## config.mk

```make
export PLATFORM = sky130hd
export DESIGN_NAME = generic_cbus_master_xfer_ctl_flat
export DESIGN_NICKNAME = d
export VERILOG_FILES = /design/src/rtl/generic_cbus_master_xfer_ctl_pkg.sv /design/src/rtl/generic_cbus_master_xfer_ctl_if.sv /design/src/rtl/generic_cbus_master_xfer_ctl_byten_gen.sv /design/src/rtl/generic_cbus_master_xfer_ctl.sv /design/src/flat_wrapper.sv
export SDC_FILE = /design/constraint.sdc
export NUM_CORES = 1
export LEC_CHECK = 0
export ABC_AREA = 1
export CAP_MARGIN = 30
export CORE_ASPECT_RATIO = 0.8
export CORE_UTILIZATION = 46
export DETAILED_ROUTE_END_ITERATION = 10
export PLACE_DENSITY = 0.78
export SYNTH_ARGS = -nofsm -noshare
export SYNTH_HDL_FRONTEND = slang
export SYNTH_SLANG_ARGS = --single-unit
```

## constraint.sdc

```tcl
create_clock -name cbus_clk -period 2.6 [get_ports cbus_clk]
set_input_delay 0.65 -clock cbus_clk [delete_from_list [all_inputs] [get_ports cbus_clk]]
set_output_delay 0.65 -clock cbus_clk [all_outputs]
set_load 0.01 [all_outputs]
```

## src/rtl/generic_cbus_master_xfer_ctl_pkg.sv

```systemverilog
// Shared types and constants for the CBUS master transfer controller.
package cbus_xfer_pkg;

  typedef enum logic [1:0] {
    XFER_IDLE = 2'd0,
    XFER_XFER = 2'd1,
    XFER_DONE = 2'd2
  } xfer_state_e;

  localparam logic CBUS_DIR_WR = 1'b0;
  localparam logic CBUS_DIR_RD = 1'b1;

  // Width of the in-beat byte offset for a given bus width.
  function automatic int unsigned cbus_off_w(input int unsigned bus_bytes);
    return $clog2(bus_bytes);
  endfunction

  localparam int unsigned CBUS_OFF_W_MAX = cbus_off_w(16);

endpackage

```

## src/rtl/generic_cbus_master_xfer_ctl_if.sv

```systemverilog
// Local-controller command port and CBUS beat port of the transfer controller.
interface generic_cbus_master_xfer_ctl_if #(
  parameter int unsigned BUS_BYTES = 4,
  parameter int unsigned ADDR_W    = 32,
  parameter int unsigned BCNT_W    = 10
);
  logic                 ctl_req;
  logic                 ctl_dir;
  logic [ADDR_W-1:0]    ctl_address;
  logic [BCNT_W-1:0]    ctl_bytecnt;
  logic                 big_endian_q;
  logic                 ctl_ready;
  logic                 ctl_done;
  logic                 cbus_req;
  logic                 cbus_dir;
  logic [ADDR_W-1:0]    cbus_address;
  logic [BCNT_W-1:0]    cbus_bytecnt;
  logic [BUS_BYTES-1:0] cbus_byten;
  logic                 cbus_first;
  logic                 cbus_last;
  logic                 cbus_wready;
  logic                 cbus_rready;

  modport master (
    input  ctl_req, ctl_dir, ctl_address, ctl_bytecnt, big_endian_q,
    input  cbus_wready, cbus_rready,
    output ctl_ready, ctl_done,
    output cbus_req, cbus_dir, cbus_address, cbus_bytecnt, cbus_byten,
    output cbus_first, cbus_last
  );

  modport slave (
    output ctl_req, ctl_dir, ctl_address, ctl_bytecnt, big_endian_q,
    output cbus_wready, cbus_rready,
    input  ctl_ready, ctl_done,
    input  cbus_req, cbus_dir, cbus_address, cbus_bytecnt, cbus_byten,
    input  cbus_first, cbus_last
  );
endinterface

```

## src/rtl/generic_cbus_master_xfer_ctl_byten_gen.sv

```systemverilog
// Per-beat lane math: byte enables, bytes consumed and last-beat flag.
module cbus_byten_gen
  import cbus_xfer_pkg::*;
#(
  parameter int unsigned BUS_BYTES = 4,
  parameter int unsigned BCNT_W    = 10,
  localparam int unsigned OFF_W    = cbus_off_w(BUS_BYTES),
  localparam int unsigned CW       = BCNT_W + 1
) (
  input  logic [OFF_W-1:0]     offset,
  input  logic [BCNT_W-1:0]    bytecnt,
  input  logic                 big_endian_q,
  output logic [BUS_BYTES-1:0] byten,
  output logic [CW-1:0]        consumed,
  output logic                 last
);

  logic [CW-1:0]        off_x;
  logic [CW-1:0]        cnt_x;
  logic [CW-1:0]        room;
  logic [CW-1:0]        lane_end;
  logic [BUS_BYTES-1:0] mask;

  // Widened arithmetic keeps room/lane_end free of wrap for any legal count.
  always_comb begin
    off_x    = CW'(offset);
    cnt_x    = CW'(bytecnt);
    room     = CW'(BUS_BYTES) - off_x;
    lane_end = off_x + cnt_x;
    consumed = (cnt_x < room) ? cnt_x : room;
    last     = (cnt_x <= room);
    mask     = '0;
    for (int i = 0; i < int'(BUS_BYTES); i++) begin
      mask[i] = (CW'(i) >= off_x) && (CW'(i) < lane_end);
    end
    byten = mask;
    if (big_endian_q) begin
      for (int i = 0; i < int'(BUS_BYTES); i++) begin
        byten[i] = mask[int'(BUS_BYTES) - 1 - i];
      end
    end
  end

endmodule

```

## src/rtl/generic_cbus_master_xfer_ctl.sv

```systemverilog
// CBUS master transfer controller: splits one command into CBUS beats.
module generic_cbus_master_xfer_ctl
  import cbus_xfer_pkg::*;
#(
  parameter int unsigned BUS_BYTES = 4,
  parameter int unsigned ADDR_W    = 32,
  parameter int unsigned BCNT_W    = 10
) (
  input logic                     cbus_clk,
  input logic                     rst,
  generic_cbus_master_xfer_ctl_if.master bus
);

  localparam int unsigned OFF_W = cbus_off_w(BUS_BYTES);
  localparam int unsigned CW    = BCNT_W + 1;

  localparam logic [1:0] ST_IDLE = 2'(XFER_IDLE);
  localparam logic [1:0] ST_XFER = 2'(XFER_XFER);
  localparam logic [1:0] ST_DONE = 2'(XFER_DONE);

  localparam logic [ADDR_W-1:0] ADDR_MASK = ADDR_W'(BUS_BYTES - 1);
  localparam logic [ADDR_W-1:0] ADDR_STEP = ADDR_W'(BUS_BYTES);

  logic [1:0]           st_q,    st_d;
  logic                 req_q,   req_d;
  logic                 dir_q,   dir_d;
  logic [ADDR_W-1:0]    addr_q,  addr_d;
  logic [BCNT_W-1:0]    cnt_q,   cnt_d;
  logic [BUS_BYTES-1:0] byten_q, byten_d;
  logic                 first_q, first_d;
  logic                 last_q,  last_d;
  logic                 done_q,  done_d;
  logic [CW-1:0]        cons_q,  cons_d;

  logic                 accept;
  logic [ADDR_W-1:0]    nxt_addr;
  logic [BCNT_W-1:0]    nxt_cnt;
  logic [ADDR_W-1:0]    gen_addr;
  logic [BCNT_W-1:0]    gen_cnt;
  logic [BUS_BYTES-1:0] gen_byten;
  logic [CW-1:0]        gen_consumed;
  logic                 gen_last;

  // Lane math always runs on the beat about to be registered.
  always_comb begin
    accept   = req_q && ((dir_q == CBUS_DIR_RD) ? bus.cbus_rready : bus.cbus_wready);
    nxt_addr = (addr_q & ~ADDR_MASK) + ADDR_STEP;
    nxt_cnt  = BCNT_W'(CW'(cnt_q) - cons_q);
    gen_addr = (st_q == ST_XFER) ? nxt_addr : bus.ctl_address;
    gen_cnt  = (st_q == ST_XFER) ? nxt_cnt  : bus.ctl_bytecnt;
  end

  cbus_byten_gen #(
    .BUS_BYTES (BUS_BYTES),
    .BCNT_W    (BCNT_W)
  ) u_byten_gen (
    .offset       (gen_addr[OFF_W-1:0]),
    .bytecnt      (gen_cnt),
    .big_endian_q (bus.big_endian_q),
    .byten        (gen_byten),
    .consumed     (gen_consumed),
    .last         (gen_last)
  );

  always_ff @(posedge cbus_clk) begin
    if (rst) begin
      st_q    <= ST_IDLE;
      req_q   <= 1'b0;
      dir_q   <= CBUS_DIR_WR;
      addr_q  <= '0;
      cnt_q   <= '0;
      byten_q <= '0;
      first_q <= 1'b0;
      last_q  <= 1'b0;
      done_q  <= 1'b0;
      cons_q  <= '0;
    end else begin
      st_q    <= st_d;
      req_q   <= req_d;
      dir_q   <= dir_d;
      addr_q  <= addr_d;
      cnt_q   <= cnt_d;
      byten_q <= byten_d;
      first_q <= first_d;
      last_q  <= last_d;
      done_q  <= done_d;
      cons_q  <= cons_d;
    end
  end

  // Next state and next beat registers.
  always_comb begin
    st_d    = st_q;
    req_d   = req_q;
    dir_d   = dir_q;
    addr_d  = addr_q;
    cnt_d   = cnt_q;
    byten_d = byten_q;
    first_d = first_q;
    last_d  = last_q;
    done_d  = 1'b0;
    cons_d  = cons_q;
    case (st_q)
      ST_IDLE: begin
        if (bus.ctl_req) begin
          if (bus.ctl_bytecnt != '0) begin
            st_d    = ST_XFER;
            req_d   = 1'b1;
            dir_d   = bus.ctl_dir;
            addr_d  = bus.ctl_address;
            cnt_d   = bus.ctl_bytecnt;
            byten_d = gen_byten;
            cons_d  = gen_consumed;
            last_d  = gen_last;
            first_d = 1'b1;
          end else begin
            st_d   = ST_DONE;
            done_d = 1'b1;
          end
        end
      end
      ST_XFER: begin
        if (accept) begin
          if (last_q) begin
            st_d    = ST_DONE;
            req_d   = 1'b0;
            first_d = 1'b0;
            last_d  = 1'b0;
            done_d  = 1'b1;
          end else begin
            addr_d  = nxt_addr;
            cnt_d   = nxt_cnt;
            byten_d = gen_byten;
            cons_d  = gen_consumed;
            last_d  = gen_last;
            first_d = 1'b0;
          end
        end
      end
      ST_DONE: st_d = ST_IDLE;
      default: st_d = ST_IDLE;
    endcase
  end

  assign bus.ctl_ready    = (st_q == ST_IDLE);
  assign bus.ctl_done     = done_q;
  assign bus.cbus_req     = req_q;
  assign bus.cbus_dir     = dir_q;
  assign bus.cbus_address = addr_q;
  assign bus.cbus_bytecnt = cnt_q;
  assign bus.cbus_byten   = byten_q;
  assign bus.cbus_first   = first_q;
  assign bus.cbus_last    = last_q;

endmodule

```

## src/flat_wrapper.sv

```systemverilog
// flat-port wrapper written by rule: the top's interface ports become plain ports
module generic_cbus_master_xfer_ctl_flat import cbus_xfer_pkg::*;
#(
  parameter int unsigned BUS_BYTES = 4,
  parameter int unsigned ADDR_W    = 32,
  parameter int unsigned BCNT_W    = 10
)
  (cbus_clk, rst, bus_ctl_req, bus_ctl_dir, bus_ctl_address, bus_ctl_bytecnt, bus_big_endian_q, bus_cbus_wready, bus_cbus_rready, bus_ctl_ready, bus_ctl_done, bus_cbus_req, bus_cbus_dir, bus_cbus_address, bus_cbus_bytecnt, bus_cbus_byten, bus_cbus_first, bus_cbus_last);
  generic_cbus_master_xfer_ctl_if #(.BUS_BYTES(BUS_BYTES), .ADDR_W(ADDR_W), .BCNT_W(BCNT_W)) bus_i ();
  input logic cbus_clk;
  input logic rst;
  input wire logic [$bits(bus_i.ctl_req)-1:0] bus_ctl_req;
  input wire logic [$bits(bus_i.ctl_dir)-1:0] bus_ctl_dir;
  input wire logic [$bits(bus_i.ctl_address)-1:0] bus_ctl_address;
  input wire logic [$bits(bus_i.ctl_bytecnt)-1:0] bus_ctl_bytecnt;
  input wire logic [$bits(bus_i.big_endian_q)-1:0] bus_big_endian_q;
  input wire logic [$bits(bus_i.cbus_wready)-1:0] bus_cbus_wready;
  input wire logic [$bits(bus_i.cbus_rready)-1:0] bus_cbus_rready;
  output wire logic [$bits(bus_i.ctl_ready)-1:0] bus_ctl_ready;
  output wire logic [$bits(bus_i.ctl_done)-1:0] bus_ctl_done;
  output wire logic [$bits(bus_i.cbus_req)-1:0] bus_cbus_req;
  output wire logic [$bits(bus_i.cbus_dir)-1:0] bus_cbus_dir;
  output wire logic [$bits(bus_i.cbus_address)-1:0] bus_cbus_address;
  output wire logic [$bits(bus_i.cbus_bytecnt)-1:0] bus_cbus_bytecnt;
  output wire logic [$bits(bus_i.cbus_byten)-1:0] bus_cbus_byten;
  output wire logic [$bits(bus_i.cbus_first)-1:0] bus_cbus_first;
  output wire logic [$bits(bus_i.cbus_last)-1:0] bus_cbus_last;
  assign bus_i.ctl_req = bus_ctl_req;
  assign bus_i.ctl_dir = bus_ctl_dir;
  assign bus_i.ctl_address = bus_ctl_address;
  assign bus_i.ctl_bytecnt = bus_ctl_bytecnt;
  assign bus_i.big_endian_q = bus_big_endian_q;
  assign bus_i.cbus_wready = bus_cbus_wready;
  assign bus_i.cbus_rready = bus_cbus_rready;
  assign bus_ctl_ready = bus_i.ctl_ready;
  assign bus_ctl_done = bus_i.ctl_done;
  assign bus_cbus_req = bus_i.cbus_req;
  assign bus_cbus_dir = bus_i.cbus_dir;
  assign bus_cbus_address = bus_i.cbus_address;
  assign bus_cbus_bytecnt = bus_i.cbus_bytecnt;
  assign bus_cbus_byten = bus_i.cbus_byten;
  assign bus_cbus_first = bus_i.cbus_first;
  assign bus_cbus_last = bus_i.cbus_last;
  generic_cbus_master_xfer_ctl #(.BUS_BYTES(BUS_BYTES), .ADDR_W(ADDR_W), .BCNT_W(BCNT_W)) u_core (.cbus_clk(cbus_clk), .rst(rst), .bus(bus_i));
endmodule
```

* Word level (Yosys, flattened, before mapping)
Index checks and enable logic that the tools add are counted.
** Word-level totals
- Logic and storage cells :: 88
- Register bits after elaboration :: 63
- Input port bits :: 49
- Output and inout port bits :: 52
** Cells by class
- Add/subtract/negate cells :: 4
- Eq/ne operators :: 6
- Order comparisons :: 9
- Reductions and logical operators :: 12
- Mux-type cells :: 47
** Operator list (count)
- two-way mux 32 bit :: 4
- two-way mux 10 bit :: 10
- case mux 32 bit (2 select lines) :: 1
- case mux 10 bit (2 select lines) :: 2
- adder 32 x 3 -> 32 bit (second input constant) :: 1
- < comparator 1 x 11 -> 1 bit (first input constant) :: 2
- < comparator 2 x 11 -> 1 bit (first input constant) :: 2
- two-way mux 4 bit :: 5
- two-way mux 1 bit :: 14
- adder 2 x 10 -> 11 bit :: 1
- <= comparator 10 x 11 -> 1 bit :: 1
- < comparator 10 x 11 -> 1 bit :: 1
- two-way mux 2 bit :: 5
- AND reduction 5 bit :: 2
- nonzero test 10 bit :: 1
- subtractor 10 bit :: 1
- case mux 1 bit (2 select lines) :: 4
- case mux 4 bit (2 select lines) :: 1
- != test 2 x 1 -> 1 bit (second input constant) :: 3
- AND reduction 3 bit :: 2
- >= comparator 1 x 2 -> 1 bit (first input constant) :: 2
- logical AND 1 bit :: 4
- != test 2 bit (second input constant) :: 2
- case mux 2 bit (2 select lines) :: 1
- 6 further kinds :: 6

* Longest topological paths before layout
- Word-level depth :: 9
- Gate-level depth with buffers :: 18
- Mapped depth without buffers :: 18

* Cells and area by module
From an unflattened synthesis, not the netlist that was laid out.
** Second synthesis, totals
- Cell total of the unflattened synthesis :: 767
- Area total of the unflattened synthesis :: 4541.9 sq um
** Modules (own cells, without submodules)
- generic_cbus_master_xfer_ctl :: times used 1, seq. area each 1261.2 sq um, area an instance 4061.4 sq um, cells an instance 682
- cbus_byten_gen :: times used 1, seq. area each 0.0 sq um, area an instance 480.5 sq um, cells an instance 85

* Worst setup path before layout
No wires, ideal clock.
- Path type :: register -> register
- Start :: register u_core.cnt_q[0] (netlist: u_core.bus.cbus_bytecnt[0])
- End :: register u_core.byten_q[0] (netlist: u_core.bus.cbus_byten[0])
- Slack :: -114 ps
- Setup time :: 132 ps
- Path buffers :: 0
- Data arrival time :: 2581 ps
- Stages on the path, launching flop included :: 14
- Data required time :: 2468 ps
- Cell sequence :: dfxtp_1 inv_1 ha_1 fa_1 o21ai_0 inv_1 fa_1 xor2_1 nor3_1 nand3_1 nand2_1 nand2_1 nand2_1 a21oi_1
** Between the ends
- Longest elaborated chain between the ends :: 9
** RTL lines
- start, declared :: RTL line generic_cbus_master_xfer_ctl.sv:28 : logic [BCNT_W-1:0] cnt_q, cnt_d;
- start signal, assigned :: RTL line generic_cbus_master_xfer_ctl.sv:82 : cnt_q <= cnt_d;
- subtractor 10 bit (*) :: RTL line generic_cbus_master_xfer_ctl.sv:48 : nxt_cnt = BCNT_W'(CW'(cnt_q) - cons_q);
- two-way mux 10 bit (*) :: RTL line generic_cbus_master_xfer_ctl.sv:50 : gen_cnt = (st_q == ST_XFER) ? nxt_cnt : bus.ctl_bytecnt;
- adder 2 x 10 -> 11 bit (*) :: RTL line generic_cbus_master_xfer_ctl_byten_gen.sv:29 : lane_end = off_x + cnt_x;
- < comparator 1 x 11 -> 1 bit :: RTL line generic_cbus_master_xfer_ctl_byten_gen.sv:34 : mask[i] = (CW'(i) >= off_x) && (CW'(i) < lane_end);
- logical AND 1 bit :: RTL line generic_cbus_master_xfer_ctl_byten_gen.sv:34
- two-way mux 4 bit (*) :: RTL line generic_cbus_master_xfer_ctl_byten_gen.sv:37 : if (big_endian_q) begin
- two-way mux 4 bit, on equally long branches :: RTL line generic_cbus_master_xfer_ctl.sv:124, generic_cbus_master_xfer_ctl.sv:106
- two-way mux 4 bit, on equally long branches :: RTL line generic_cbus_master_xfer_ctl.sv:123, generic_cbus_master_xfer_ctl.sv:105
- case mux 4 bit (2 select lines) (*) :: RTL line generic_cbus_master_xfer_ctl.sv:103 : case (st_q)
- end signal, assigned :: RTL line generic_cbus_master_xfer_ctl.sv:83 : byten_q <= byten_d;
- end, declared :: RTL line generic_cbus_master_xfer_ctl.sv:29 : logic [BUS_BYTES-1:0] byten_q, byten_d;
Mark *: on every way between the ends. The rest lies on a longest branch, timed or not. The select of a mux whose other input is x is not followed.
A chain may end at the register's enable or synchronous reset.

* Worst setup path in the final report
Ends and elaborated chain as after synthesis.

==> summary.md <==
| Metric | Value |
|---|---|
| Status | finished, violations left |
| Failing checks | negative setup slack |
| Worst Hold Depth | 2 |
| DIE HEIGHT | 88.1 um |
| EDFF count, synth | 0 |
| Max_slew headroom | 0.613 |
| Share of cells above drive strength 1 | 0.165 |
| Max VDD drop | ~520 uV |
| First-pass GRT wire length | slightly above 20 mm |
| Sequential share of the synthesized area | 0.296 |
| Remaining Overflow, GRT | 0 |
| CTS tree | yes |
| Finished Cell Area | between 6000 and 7000 um^2 |
| Full die area | between 9000 and 10000 um^2 |
| Post-Route WL | roughly 13 mm |
| Hold WC Path Type | flop to flop |
| Total number of vias | ~4700 |
| DPL Wire Length | approximately 9.2 mm |
| Required @ worst endpoint | 2.79 ns |
| TritonCTS Buffers | 9 |
| Synth warn | 0 |
| Min-Delay Endpoint | u_core.cons_q[8] |
| CP max-delay cell | fa_2 |
| Post-Synthesis Cell Area | about 4300 um^2 |
| Site row count | 31 |
| Syn-to-layout area delta | 42.6% |
| GP Congestion | ~0.9 |
| FILL cells | around 760 |
| Total power | 6.52 mW |
| Setup crit end kind | flop |
| Clk buf depth | 2 |
| CTS root buf | clkbuf_16 |
| Max Cap Viol | 0 |
| Main synth FF type | dfxtp_1 |
| Clock H-tree levels | 3 |
| Worst setup path category | flop to flop |
| Most numerous cell on the critical path | nand2_1 |
| Average size of a mapped cell | around 6.7 um^2 |
| Largest net degree at the start of global routing | 43 |
| Setup ws final | -0.0787 ns |
| Starting Density | 0.472 |
| N_diodes | 0 |
| Fmax | 0.373 GHz |
| Vias in the first global route | between 4000 and 5000 |
| Final Max Slew Viols | 0 |
| Reg-to-Reg Start | u_core.bus.cbus_bytecnt[0] |
| Final Non-Filler Cells | 879 |
| RSZ-0062 raised after global routing | true |
| CP Data Arrival Time | ~2.9 ns |
| CTS clk-pin slew, worst paths | roughly 0.06 ns |
| Worst setup SP type | flop |
| Post-route ant nets | 0 |
| Nets | a little over 800 |
| Netlist cell types | 44 |
| Hold Crit Start | u_core.cons_q[8] |
| CP Cell Sequence | inv_2 -> ha_4 -> fa_2 -> o21ai_4 -> buf_6 -> ha_4 -> a21o_1 -> nand3_1 -> nand2_1 -> nand3_2 -> nor2_4 -> nand3_2 -> nand2_2 -> nand2_1 -> nand2_1 -> a21oi_1 |
| Final Setup Violations | 4 |
| Residual DRC | 0 |
| Cell Area, Placed | 5530 um^2 |
| Minimum clock period | about 2.7 ns |
| Reg2reg end | u_core.bus.cbus_byten[0] |
| Async SR Flop Fraction | 0 |
| Period utilisation layout | 1.03 |
| Path depth of the worst reg2reg path | 16 |
| Routed vias/inst | ~5.4 |
| Worst-Margin Slew | roughly 0.58 ns |
| WL per Instance | roughly 15 um |
| Seq cells post-synth | 63 |
| Cells after synthesis | 636 |
| Post-route setup TNS | -0.224 ns |
| Tot GR Track Use | 0.272 |
| Hold Vio Cnt, Final | 0 |
| CORE AREA | 9040 um^2 |
| Largest fanout on the critical path | 4 |
| Clock sink total | 63 |
| Clock skew | 0.00718 ns |
| Post-layout util | 0.673 |
| Placed Cells | about 850 |
| Slack of the worst reg-to-reg path | -0.08 ns |
| IO Count | approximately 100 |
| Chip width | roughly 110 um |
| Worst-Skew Late Latency | ~0.33 ns |
| PD cells | approximately 1100 nW/um^2 |
| Leakage | 2.61 nW |
| CP max stage delay | 0.56 ns |
| Initial antenna violation count | 0 |
| Commonest non-fill, non-tap cell in the layout | nand2_1 |
| Port bufs | 100 |
| Commonest cells after routing, fill and taps aside | nand2_1 (140), clkdlybuf4s50_1 (99), inv_1 (66) |
| Syn nets | between 700 and 800 |
| Drt first pass iters | 6 |
| Cts hold-fix bufs | 0 |
| Starting DRT DRC Count | 370 |
-- through the flow --
stage | hold WS [ns] | setup WS (ns)
2_1_floorplan | 0.428 | 0.00485
3_3_place_gp | 0.438 | -0.336
3_5_place_dp | 0.450 | -0.457
4_1_cts | 0.467 | 0.00367
5_1_grt | 0.480 | -0.196
6_report | 0.464 | -0.0787
-- worst max-delay path, delay by kind of cell (launching register included) --
kind,cells,cell delay (ns)
AO/OA/AOI/OAI,3,0.28
adder cells (fa/ha/maj),3,0.97
AND/OR/NAND/NOR,8,0.77
buffers and inverters,2,0.18
flip-flops,1,0.33
-- layout make-up --
type	count	area, um^2	share of cell area
clock buffer	13	270	0.0444
inverter	76	285	0.0469
sequential	63	1260	0.208
multi-input combinational	473	2750	0.452
timing repair buffer	136	1330	0.218
clock inverter	3	40.0	0.00658
tap	115	144	0.0237
-- power breakdown --
part	total, mW	leakage (nW)	internal [mW]	switching (mW)
Sequential	1.56	0.519	1.24	0.321
Clock	1.25	0.156	0.817	0.431
Combinational	3.71	1.94	1.66	2.05
-- sequential cells by signal, indices dropped and copies added (netlist names) --
signal / count
u_core.bus.cbus_byten: 4
u_core.bus.cbus_bytecnt: 10
u_core.bus.cbus_first: 1
u_core.bus.cbus_dir: 1
u_core.bus.cbus_last: 1
u_core.bus.cbus_req: 1
u_core.bus.cbus_address: 32
u_core.st_q: 2
u_core.bus.ctl_done: 1
u_core.cons_q: 10
-- cell usage after synthesis, drive strengths merged, types with 4 or more instances --
| library cell | instances | area (um^2) |
|---|---|---|
| dfxtp | 63 | 1260 |
| ha | 17 | 213 |
| nor2 | 73 | 337 |
| o21bai | 4 | 30.0 |
| inv | 76 | 285 |
| o211ai | 6 | 45.0 |
| nor4 | 4 | 25.0 |
| a21oi | 59 | 314 |
| buf | 17 | 97.6 |
| xnor2 | 4 | 42.6 |
| xor2 | 20 | 175 |
| clkbuf | 6 | 22.5 |
| a31oi | 5 | 31.3 |
| nor3 | 8 | 40.0 |
| nand3 | 44 | 258 |
| or2 | 9 | 56.3 |
| nand4 | 12 | 90.1 |
| o21ai | 45 | 236 |
| nand2 | 152 | 586 |
-- cell families after synthesis --
family | after synthesis | synth area share
fa+ha+maj | 19 | 0.0593
compound gates | 125 | 0.165
buf+inv | 100 | 0.0972
flops | 63 | 0.296
simple gates | 305 | 0.331
xor+xnor | 24 | 0.0511
-- worst max path at each step --
stage                                     from                  endpoint  slack, ns  cells after the start
finish              u_core.bus.cbus_bytecnt[0]  u_core.bus.cbus_byten[0]      -0.08                     16
global route        u_core.bus.cbus_bytecnt[0]  u_core.bus.cbus_byten[0]      -0.20                     16
CTS                         bus_ctl_bytecnt[0]  u_core.bus.cbus_byten[0]      0.004                     14
detailed placement          bus_ctl_bytecnt[0]  u_core.bus.cbus_byten[2]      -0.46                     16
global placement            bus_ctl_bytecnt[0]  u_core.bus.cbus_byten[3]      -0.34                     16
floorplan           u_core.bus.cbus_bytecnt[0]  u_core.bus.cbus_byten[0]      0.005                     13
-- metal layers --
metal  global-route usage  vias to the layer above  part of all wire
li1                     -                     2324                 -
met1                0.351                     2208              0.44
met2                0.461                      187              0.48
met3               0.0521                       20             0.065
met4               0.0824                        0             0.014
met5                    0                        -                 0
-- what timing repair did --
action / CTS / global route
setup buffers: 6 / 3
resized for setup: 17 / 24
setup endpoints to repair: 8 / 9
pin swaps: 20 / 16
No activity file was read; power rests on OpenSTA's default activity.
